===== src/rtl/axi_req_queue_pkg.sv =====
// Shared types and default widths for the AXI request queue.
// AXI_ADDR_W/AXI_DATA_W give the default address and data ranges.
package axi_req_queue_pkg;

  localparam int unsigned AXI_ADDR_W = 4;
  localparam int unsigned AXI_DATA_W = 8;
  localparam int unsigned AXI_RESP_W = 4;
  localparam int unsigned AXI_CNT_W  = 16;

  typedef enum logic [1:0] {
    IDLE   = 2'd0,
    ISSUE  = 2'd1,
    WAIT_R = 2'd2,
    WAIT_B = 2'd3
  } state_e;

endpackage


===== src/rtl/axi_req_fifo.sv =====
// In-order request FIFO with extra-MSB pointers for full/empty detection.
module axi_req_fifo #(
  parameter int unsigned DEPTH = 4,
  parameter int unsigned WIDTH = 13
) (
  input  logic             clk,
  input  logic             rst,
  input  logic             push,
  input  logic [WIDTH-1:0] wdata,
  input  logic             pop,
  output logic [WIDTH-1:0] rdata,
  output logic             full,
  output logic             empty
);

  localparam int unsigned IDX_W = $clog2(DEPTH);
  localparam int unsigned PTR_W = IDX_W + 1;

  logic [PTR_W-1:0] wr_ptr_q, wr_ptr_d;
  logic [PTR_W-1:0] rd_ptr_q, rd_ptr_d;
  logic [WIDTH-1:0] mem_q [DEPTH];
  logic [WIDTH-1:0] mem_d [DEPTH];
  logic             push_ok;
  logic             pop_ok;

  // Same index with differing wrap bit means the writer lapped the reader.
  assign full    = (wr_ptr_q[IDX_W] != rd_ptr_q[IDX_W]) &&
                   (wr_ptr_q[IDX_W-1:0] == rd_ptr_q[IDX_W-1:0]);
  assign empty   = (wr_ptr_q == rd_ptr_q);
  assign push_ok = push && !full;
  assign pop_ok  = pop && !empty;
  assign rdata   = mem_q[rd_ptr_q[IDX_W-1:0]];

  always_comb begin
    wr_ptr_d = wr_ptr_q;
    rd_ptr_d = rd_ptr_q;
    mem_d    = mem_q;
    if (push_ok) begin
      mem_d[wr_ptr_q[IDX_W-1:0]] = wdata;
      wr_ptr_d                   = wr_ptr_q + PTR_W'(1);
    end
    if (pop_ok) begin
      rd_ptr_d = rd_ptr_q + PTR_W'(1);
    end
  end

  always_ff @(posedge clk or posedge rst) begin
    if (rst) begin
      wr_ptr_q <= '0;
      rd_ptr_q <= '0;
      mem_q    <= '{default: '0};
    end else begin
      wr_ptr_q <= wr_ptr_d;
      rd_ptr_q <= rd_ptr_d;
      mem_q    <= mem_d;
    end
  end

endmodule


===== src/rtl/axi_req_queue.sv =====
// Queues read/write requests and issues them one at a time to an AXI master.
// Optional completion counters are enabled by defining AXI_REQQ_STATS_EN.
module axi_req_queue
  import axi_req_queue_pkg::*;
#(
  parameter int unsigned DEPTH  = 4,
  parameter int unsigned ADDR_W = AXI_ADDR_W,
  parameter int unsigned DATA_W = AXI_DATA_W
) (
  input  logic                  clk,
  input  logic                  rst,
  input  logic                  req_valid,
  output logic                  req_ready,
  input  logic                  req_write,
  input  logic [ADDR_W-1:0]     req_addr,
  input  logic [DATA_W-1:0]     req_wdata,
  output logic                  read,
  output logic                  write,
  output logic [ADDR_W-1:0]     address_to_read,
  output logic [ADDR_W-1:0]     address_to_write,
  output logic [DATA_W-1:0]     data_to_write,
  input  logic                  AR_VALID,
  input  logic                  AW_VALID,
  input  logic                  R_VALID,
  input  logic                  R_READY,
  input  logic                  B_VALID,
  input  logic                  B_READY,
  input  logic [DATA_W-1:0]     data_read,
  input  logic [AXI_RESP_W-1:0] BRESPONSE,
  output logic                  rsp_valid,
  output logic                  rsp_write,
  output logic [DATA_W-1:0]     rsp_data,
  output logic [AXI_RESP_W-1:0] rsp_resp
`ifdef AXI_REQQ_STATS_EN
  ,
  output logic [AXI_CNT_W-1:0]  rd_done_cnt,
  output logic [AXI_CNT_W-1:0]  wr_done_cnt
`endif
);

  localparam int unsigned ENTRY_W = 1 + ADDR_W + DATA_W;

  logic [ENTRY_W-1:0]    head;
  logic                  head_write;
  logic [ADDR_W-1:0]     head_addr;
  logic [DATA_W-1:0]     head_wdata;
  logic                  fifo_full;
  logic                  fifo_empty;
  logic                  pop_c;

  state_e                state_q, state_d;
  logic                  read_q, read_d;
  logic                  write_q, write_d;
  logic [ADDR_W-1:0]     addr_rd_q, addr_rd_d;
  logic [ADDR_W-1:0]     addr_wr_q, addr_wr_d;
  logic [DATA_W-1:0]     wdata_q, wdata_d;
  logic                  rsp_valid_q, rsp_valid_d;
  logic                  rsp_write_q, rsp_write_d;
  logic [DATA_W-1:0]     rsp_data_q, rsp_data_d;
  logic [AXI_RESP_W-1:0] rsp_resp_q, rsp_resp_d;

  // Address-channel valids are snooped but carry no information the FSM needs.
  logic unused_snoop;
  assign unused_snoop = AR_VALID ^ AW_VALID;

  axi_req_fifo #(
    .DEPTH (DEPTH),
    .WIDTH (ENTRY_W)
  ) u_fifo (
    .clk   (clk),
    .rst   (rst),
    .push  (req_valid),
    .wdata ({req_write, req_addr, req_wdata}),
    .pop   (pop_c),
    .rdata (head),
    .full  (fifo_full),
    .empty (fifo_empty)
  );

  assign {head_write, head_addr, head_wdata} = head;
  assign req_ready = !fifo_full;

  always_comb begin
    state_d     = state_q;
    read_d      = 1'b0;
    write_d     = 1'b0;
    addr_rd_d   = addr_rd_q;
    addr_wr_d   = addr_wr_q;
    wdata_d     = wdata_q;
    rsp_valid_d = 1'b0;
    rsp_write_d = rsp_write_q;
    rsp_data_d  = rsp_data_q;
    rsp_resp_d  = rsp_resp_q;
    pop_c       = 1'b0;
    case (state_q)
      IDLE: begin
        if (!fifo_empty) begin
          pop_c   = 1'b1;
          state_d = ISSUE;
          if (head_write) begin
            write_d   = 1'b1;
            addr_wr_d = head_addr;
            wdata_d   = head_wdata;
          end else begin
            read_d    = 1'b1;
            addr_rd_d = head_addr;
          end
        end
      end
      ISSUE: begin
        state_d = write_q ? WAIT_B : WAIT_R;
      end
      WAIT_R: begin
        if (R_VALID && R_READY) begin
          rsp_valid_d = 1'b1;
          rsp_write_d = 1'b0;
          rsp_data_d  = data_read;
          rsp_resp_d  = '0;
          state_d     = IDLE;
        end
      end
      WAIT_B: begin
        if (B_VALID && B_READY) begin
          rsp_valid_d = 1'b1;
          rsp_write_d = 1'b1;
          rsp_data_d  = '0;
          rsp_resp_d  = BRESPONSE;
          state_d     = IDLE;
        end
      end
      default: state_d = IDLE;
    endcase
  end

  always_ff @(posedge clk or posedge rst) begin
    if (rst) begin
      state_q     <= IDLE;
      read_q      <= 1'b0;
      write_q     <= 1'b0;
      addr_rd_q   <= '0;
      addr_wr_q   <= '0;
      wdata_q     <= '0;
      rsp_valid_q <= 1'b0;
      rsp_write_q <= 1'b0;
      rsp_data_q  <= '0;
      rsp_resp_q  <= '0;
    end else begin
      state_q     <= state_d;
      read_q      <= read_d;
      write_q     <= write_d;
      addr_rd_q   <= addr_rd_d;
      addr_wr_q   <= addr_wr_d;
      wdata_q     <= wdata_d;
      rsp_valid_q <= rsp_valid_d;
      rsp_write_q <= rsp_write_d;
      rsp_data_q  <= rsp_data_d;
      rsp_resp_q  <= rsp_resp_d;
    end
  end

  assign read             = read_q;
  assign write            = write_q;
  assign address_to_read  = addr_rd_q;
  assign address_to_write = addr_wr_q;
  assign data_to_write    = wdata_q;
  assign rsp_valid        = rsp_valid_q;
  assign rsp_write        = rsp_write_q;
  assign rsp_data         = rsp_data_q;
  assign rsp_resp         = rsp_resp_q;

`ifdef AXI_REQQ_STATS_EN
  logic [AXI_CNT_W-1:0] rd_done_cnt_q, rd_done_cnt_d;
  logic [AXI_CNT_W-1:0] wr_done_cnt_q, wr_done_cnt_d;

  // Counters advance on the same edge that raises rsp_valid.
  always_comb begin
    rd_done_cnt_d = rd_done_cnt_q;
    wr_done_cnt_d = wr_done_cnt_q;
    if (rsp_valid_d && !rsp_write_d) rd_done_cnt_d = rd_done_cnt_q + AXI_CNT_W'(1);
    if (rsp_valid_d && rsp_write_d)  wr_done_cnt_d = wr_done_cnt_q + AXI_CNT_W'(1);
  end

  always_ff @(posedge clk or posedge rst) begin
    if (rst) begin
      rd_done_cnt_q <= '0;
      wr_done_cnt_q <= '0;
    end else begin
      rd_done_cnt_q <= rd_done_cnt_d;
      wr_done_cnt_q <= wr_done_cnt_d;
    end
  end

  assign rd_done_cnt = rd_done_cnt_q;
  assign wr_done_cnt = wr_done_cnt_q;
`endif

endmodule

===== config.mk =====
export PLATFORM = sky130hd
export DESIGN_NAME = axi_req_queue
export DESIGN_NICKNAME = d
export VERILOG_FILES = /design/src/rtl/axi_req_queue_pkg.sv /design/src/rtl/axi_req_fifo.sv /design/src/rtl/axi_req_queue.sv
export SDC_FILE = /design/constraint.sdc
export NUM_CORES = 1
export LEC_CHECK = 0
export CORE_ASPECT_RATIO = 1.2
export CORE_MARGIN = 2
export CORE_UTILIZATION = 50
export DETAILED_ROUTE_END_ITERATION = 10
export PLACE_DENSITY = 0.85
export SLEW_MARGIN = 0
export SYNTH_ARGS = -nofsm -noshare
export SYNTH_HDL_FRONTEND = slang
export SYNTH_SLANG_ARGS = --single-unit

===== constraint.sdc =====
create_clock -name clk -period 5.51 [get_ports clk]
set_input_delay 1.102 -clock clk [delete_from_list [all_inputs] [get_ports clk]]
set_output_delay 1.102 -clock clk [all_outputs]
set_load 0.02 [all_outputs]

# After elaboration in Yosys (flattened, before gate mapping)
# Index checks and enable logic that the tools add are counted.
# op_classes
n_reduce_logical	14
eq_ne	9
n_bitwise	4
order_cmp	3
n_addsub	2
mux	31
# ops
op	count
bitwise mux 52 bit	1
2-to-1 mux 13 bit	3
binary-select mux 13 bit (select 2 bit)	1
demux 13 bit (select 2 bit)	1
2-to-1 mux 8 bit	2
case mux 8 bit (2 select lines)	1
2-to-1 mux 1 bit	13
AND reduction 3 bit	4
2-to-1 mux 4 bit	2
case mux 2 bit (4 select lines)	1
case mux 4 bit (2 select lines)	1
adder 3 x 1 -> 3 bit, second input constant	2
>= comparator 3 bit, second input constant	2
logical AND 1 bit	6
2-to-1 mux 2 bit	3
inequality test 2 bit, second input constant	3
NOT 2 -> 3 bit	2
== test 2 bit, second input constant	2
case mux 1 bit (2 select lines)	2
== test 3 bit	1
< comparator 3 x 1 -> 1 bit, second input constant	1
== test 2 x 1 -> 1 bit, second input constant	1
== test 2 bit	1
zero test 1 bit	2
other kinds (4)	5
# word_totals
output_inout_bits	33
ff_bits	92

# Longest topological paths before layout
# depth
word_depth	7
mapped_depth	6

# Modules after synthesis
# Synthesis repeated with hierarchy kept, for this count alone.
# hier_totals
cells_unflattened	262
hier_area_um2	4122.7
# by_module_without_submodules
module	cells_per_inst	n_inst	seq_area_each_um2	area_each_um2
axi_req_fifo	172	1	1451.4	2721.4
axi_req_queue	90	1	850.8	1401.3

# Worst setup path after synthesis
# Ideal clock, no wire load.
# synth_timing
path_kind	register to output
startpoint	register u_fifo.rd_ptr_q[1]
endpoint	output port req_ready
slack_ps	3247
arrival_ps	1161
t_required_ps	4408
path_buffers	1
stages_incl_launch_ff	4
cell_sequence	dfrtp_1 buf_2 xnor2_4 nand3_1
# synth_via
elab_chain_len	3
# synth_lines
element	line	rtl
from (decl)	axi_req_fifo.sv:20	logic [PTR_W-1:0] rd_ptr_q, rd_ptr_d;
from (signal assigned)	axi_req_fifo.sv:54	rd_ptr_q <= rd_ptr_d;
== test 2 bit	axi_req_fifo.sv:28	(wr_ptr_q[IDX_W-1:0] == rd_ptr_q[IDX_W-1:0]);
logical AND 1 bit	axi_req_fifo.sv:27	assign full = (wr_ptr_q[IDX_W] != rd_ptr_q[IDX_W]) &&
zero test 1 bit	axi_req_queue.sv:81	assign req_ready = !fifo_full;
to (decl)	axi_req_queue.sv:13	output logic req_ready,
# No other way between the ends.

# Final worst setup path
# Ends and elaborated chain as after synthesis.

==> reports/qor.csv <==
stage,metric,value,unit
run_status,status,"finished, final reports clean",
pwr,leakage power,2.07,nW
die,I/O pins,67,
pwr,switching share of power,36.1,%
pwr,PnR Total Power,3.16,mW
drt,DRT iter0 DRCs,55,
layout,most frequent cells in the layout,"92 x dfrtp_1, 64 x mux2_2, 64 x clkdlybuf4s50_1",
clocking,clk slew on worst S/H paths,80,ps
synth,post-synthesis cell type count,32,
synth,post-synth top area cell,dfrtp_1,
sta,Hold Fails Final Rpt,0,
pwr,Peak supply drop,0.319,mV
synth,Post-Syn Instances,248,
clocking,CTS Sinks,92,
grt,vias in the first global route,2465,
sta,"Min Clock Period, post-route",3420,ps
sta,Final Setup Violations,0,
synth,"Seq/Total Area, Yosys",56.4,%
grt,largest net degree at the start of global routing,54,
layout,Reg area,0.00230,sq mm
pwr,Clock Power Share,13.3,%
setup_path,r2r startpoint,u_fifo.rd_ptr_q[1],
die,die width,86.5,microns
drt,Post-Route WL,7.28,mm
layout,"most common cell after layout, fill and taps aside",dfrtp_1,
drt,vias per cell,5.53,
synth,top-area cell type share of the netlist area,56.4,%
clocking,CTS buffer count,9,
hold_path,worst hold stages,1,
setup_path,CP Class,register to output port,
die,core area,0.00802,sq mm
die,Die H,103,microns
pwr,P_sw,1.14,mW
sta,Worst-Margin Slew,881,ps
place,GPL Wtd Cong,0.722,
flow_run,max-cap violations,0,
setup_path,Worst Setup EP,req_ready,
sta,"Period Utilization, post-route",62.0,%
setup_path,CP Capture Type,output port,
sta,Max transition margin,41.2,%
synth,post-synthesis cell area,0.00408,sq mm
clocking,CTS HTree Levels,3,
pwr,P_int,2.02,mW
layout,layout cells sized above 1,33.3,%
clocking,hold buffers post-CTS,0,
layout,nets@finish,352,
synth,warning count from the yosys run,0,
die,row count,36,
synth,Seq cells post-synth,92,
setup_path,Critical Path AT,2310,ps
sta,worst setup margin,2090,ps
die,Initial Util,50.9,%
sta,clock skew,16.5,ps
setup_path,Worst Reg-to-Reg Cells,3,
sta,Final Max Tran Viols,0,
synth,Synth Net Count,287,
hold_path,Hold Path Class,register to register,
pwr,pwr/cell area,637,mW/mm^2
sta,RSZ-0062 raised after global routing,no,
sta,final setup TNS,0,ps
synth,Area contributors post-synth,"dfrtp_1 56%, mux2_2 18%, mux4_2 6.1%, a22o_1 2.1%, a31oi_4 2.1%",
drt,routed len/inst,17.6,microns
layout,Layout Utilization,61.8,%
clocking,Root Buffer Master,clkbuf_8,
place,detailed placer's ending HPWL,5.04,mm
layout,Area Growth Syn to Fin,21.2,%
drt,DRC,0,
setup_path,CP Launch Type,register,
die,Die Footprint,0.00891,sq mm
layout,fill count,627,
pwr,Comb pwr share,47.1,%
setup_path,RR Endpoint,data_to_write[2],
layout,n_diodes,0,
setup_path,critical path startpoint,u_fifo.rd_ptr_q[1],
pwr,sequential share of power,39.6,%
setup_path,R2R Setup Slk,2940,ps
drt,via count,2284,
clocking,post-CTS resize count,0,
synth,syn_area_per_cell,16.5,sq um
sta,maximum clock frequency,293,MHz
grt,global-route wire length before repair,12.2,mm
grt,global route overflow,0,
layout,Multi-input gate area,0.00166,sq mm
place,Port Buffers,64,
setup_path,CP max FO,17,
setup_path,WP data required,4410,ps
grt,GRT Overall Usage,18.1,%
clocking,TritonCTS clock tree,done,
grt,antenna violations before repair,0,
clocking,Skew-Pair Late Insertion Delay,370,ps
clocking,Post-CTS Setup Inserts,0,
drt,number of routed nets with antenna violations,0,
place,worst slack at placement,2450,ps
clocking,clock buffer depth,2,
drt,drt pass-1 iters,4,
[cell type report]
class	count	share of cell area [%]
Timing Repair Buffer	66	13.2
Clock buffer	11	2.86
Tap cell	95	2.40
Clock inverter	5	0.859
Sequential cell	92	46.5
Multi-Input combinational cell	136	33.5
Inverter	8	0.632
[state kept, by name (all words and copies together) (netlist names)]
register / count
rsp_resp: 4
state_q: 2
rsp_write: 1
rsp_valid: 1
read: 1
u_fifo.mem_q: 52
data_to_write: 8
address_to_write: 4
write: 1
rsp_data: 8
address_to_read: 4
u_fifo.wr_ptr_q: 3
u_fifo.rd_ptr_q: 3
[layer usage]
metal	vias to the layer above	global-route usage (%)	part of all wire (%)
li1	1036	-	-
met5	-	0	0
met1	1190	22.4	42
met2	51	31.5	53
met3	7	4.88	4.2
met4	0	5.41	1.1
[worst min-delay path by stage]
stage / start / endpoint / slack [ps]
2_1_floorplan: u_fifo.mem_q[17] / u_fifo.mem_q[17] / 450
3_3_place_gp: u_fifo.mem_q[17] / u_fifo.mem_q[17] / 460
3_5_place_dp: u_fifo.mem_q[17] / u_fifo.mem_q[17] / 470
4_1_cts: u_fifo.mem_q[17] / u_fifo.mem_q[17] / 490
5_1_grt: address_to_write[3] / address_to_write[3] / 520
6_report: u_fifo.mem_q[17] / u_fifo.mem_q[17] / 490
[synthesized netlist by cell type (all sizes together)]
cell type and count:
a21o 1, a22o 10, a311oi 1, a31oi 6, and4 1, and4b 1, buf 8, clkbuf 4
dfrtp 92, ha 5, inv 8, mux2 70, mux4 13, nand2 4, nand3 1, nand4 2
nor2 4, o21ai 2, o21bai 1, o311a 1, o311ai 1, o31ai 1, or2 1, xnor2 4
xor2 6
[per-stage QoR]
stage               instance area [sq um]  hold WS [ps]  std cells
floorplan                            4080           452        248
global placement                     4770           463        397
detailed placement                   4770           474        397
CTS                                  4950           494        413
global route                         4950           520        413
finish                               4950           493        413
[kinds of logic after synthesis]
group,after synthesis,share of synthesized area [%]
flip-flops,92,56.4
AO/OA/AOI/OAI,24,6.86
multiplexers,83,26.9
adder cells (fa/ha/maj),5,1.53
AND/OR/NAND/NOR,14,1.78
buffers and inverters,20,3.00
XOR/XNOR,10,3.52
[worst max-delay path: stages (launching register included)]
cell and delay (ps):
dfrtp_1 930, xnor2_4 260, nand3_1 160, clkdlybuf4s50_1 610
[power by group through the flow]
stage | sequential [mW] | clock, mW | combinational (mW)
finish | 1.25 | 0.420 | 1.49
global route | 1.30 | 0.460 | 1.60
CTS | 1.25 | 0.434 | 1.51
detailed placement | 1.26 | 0 | 1.51
global placement | 1.24 | 0 | 1.47
floorplan | 1.32 | 0 | 1.01
(Power assumes the default switching activity.)
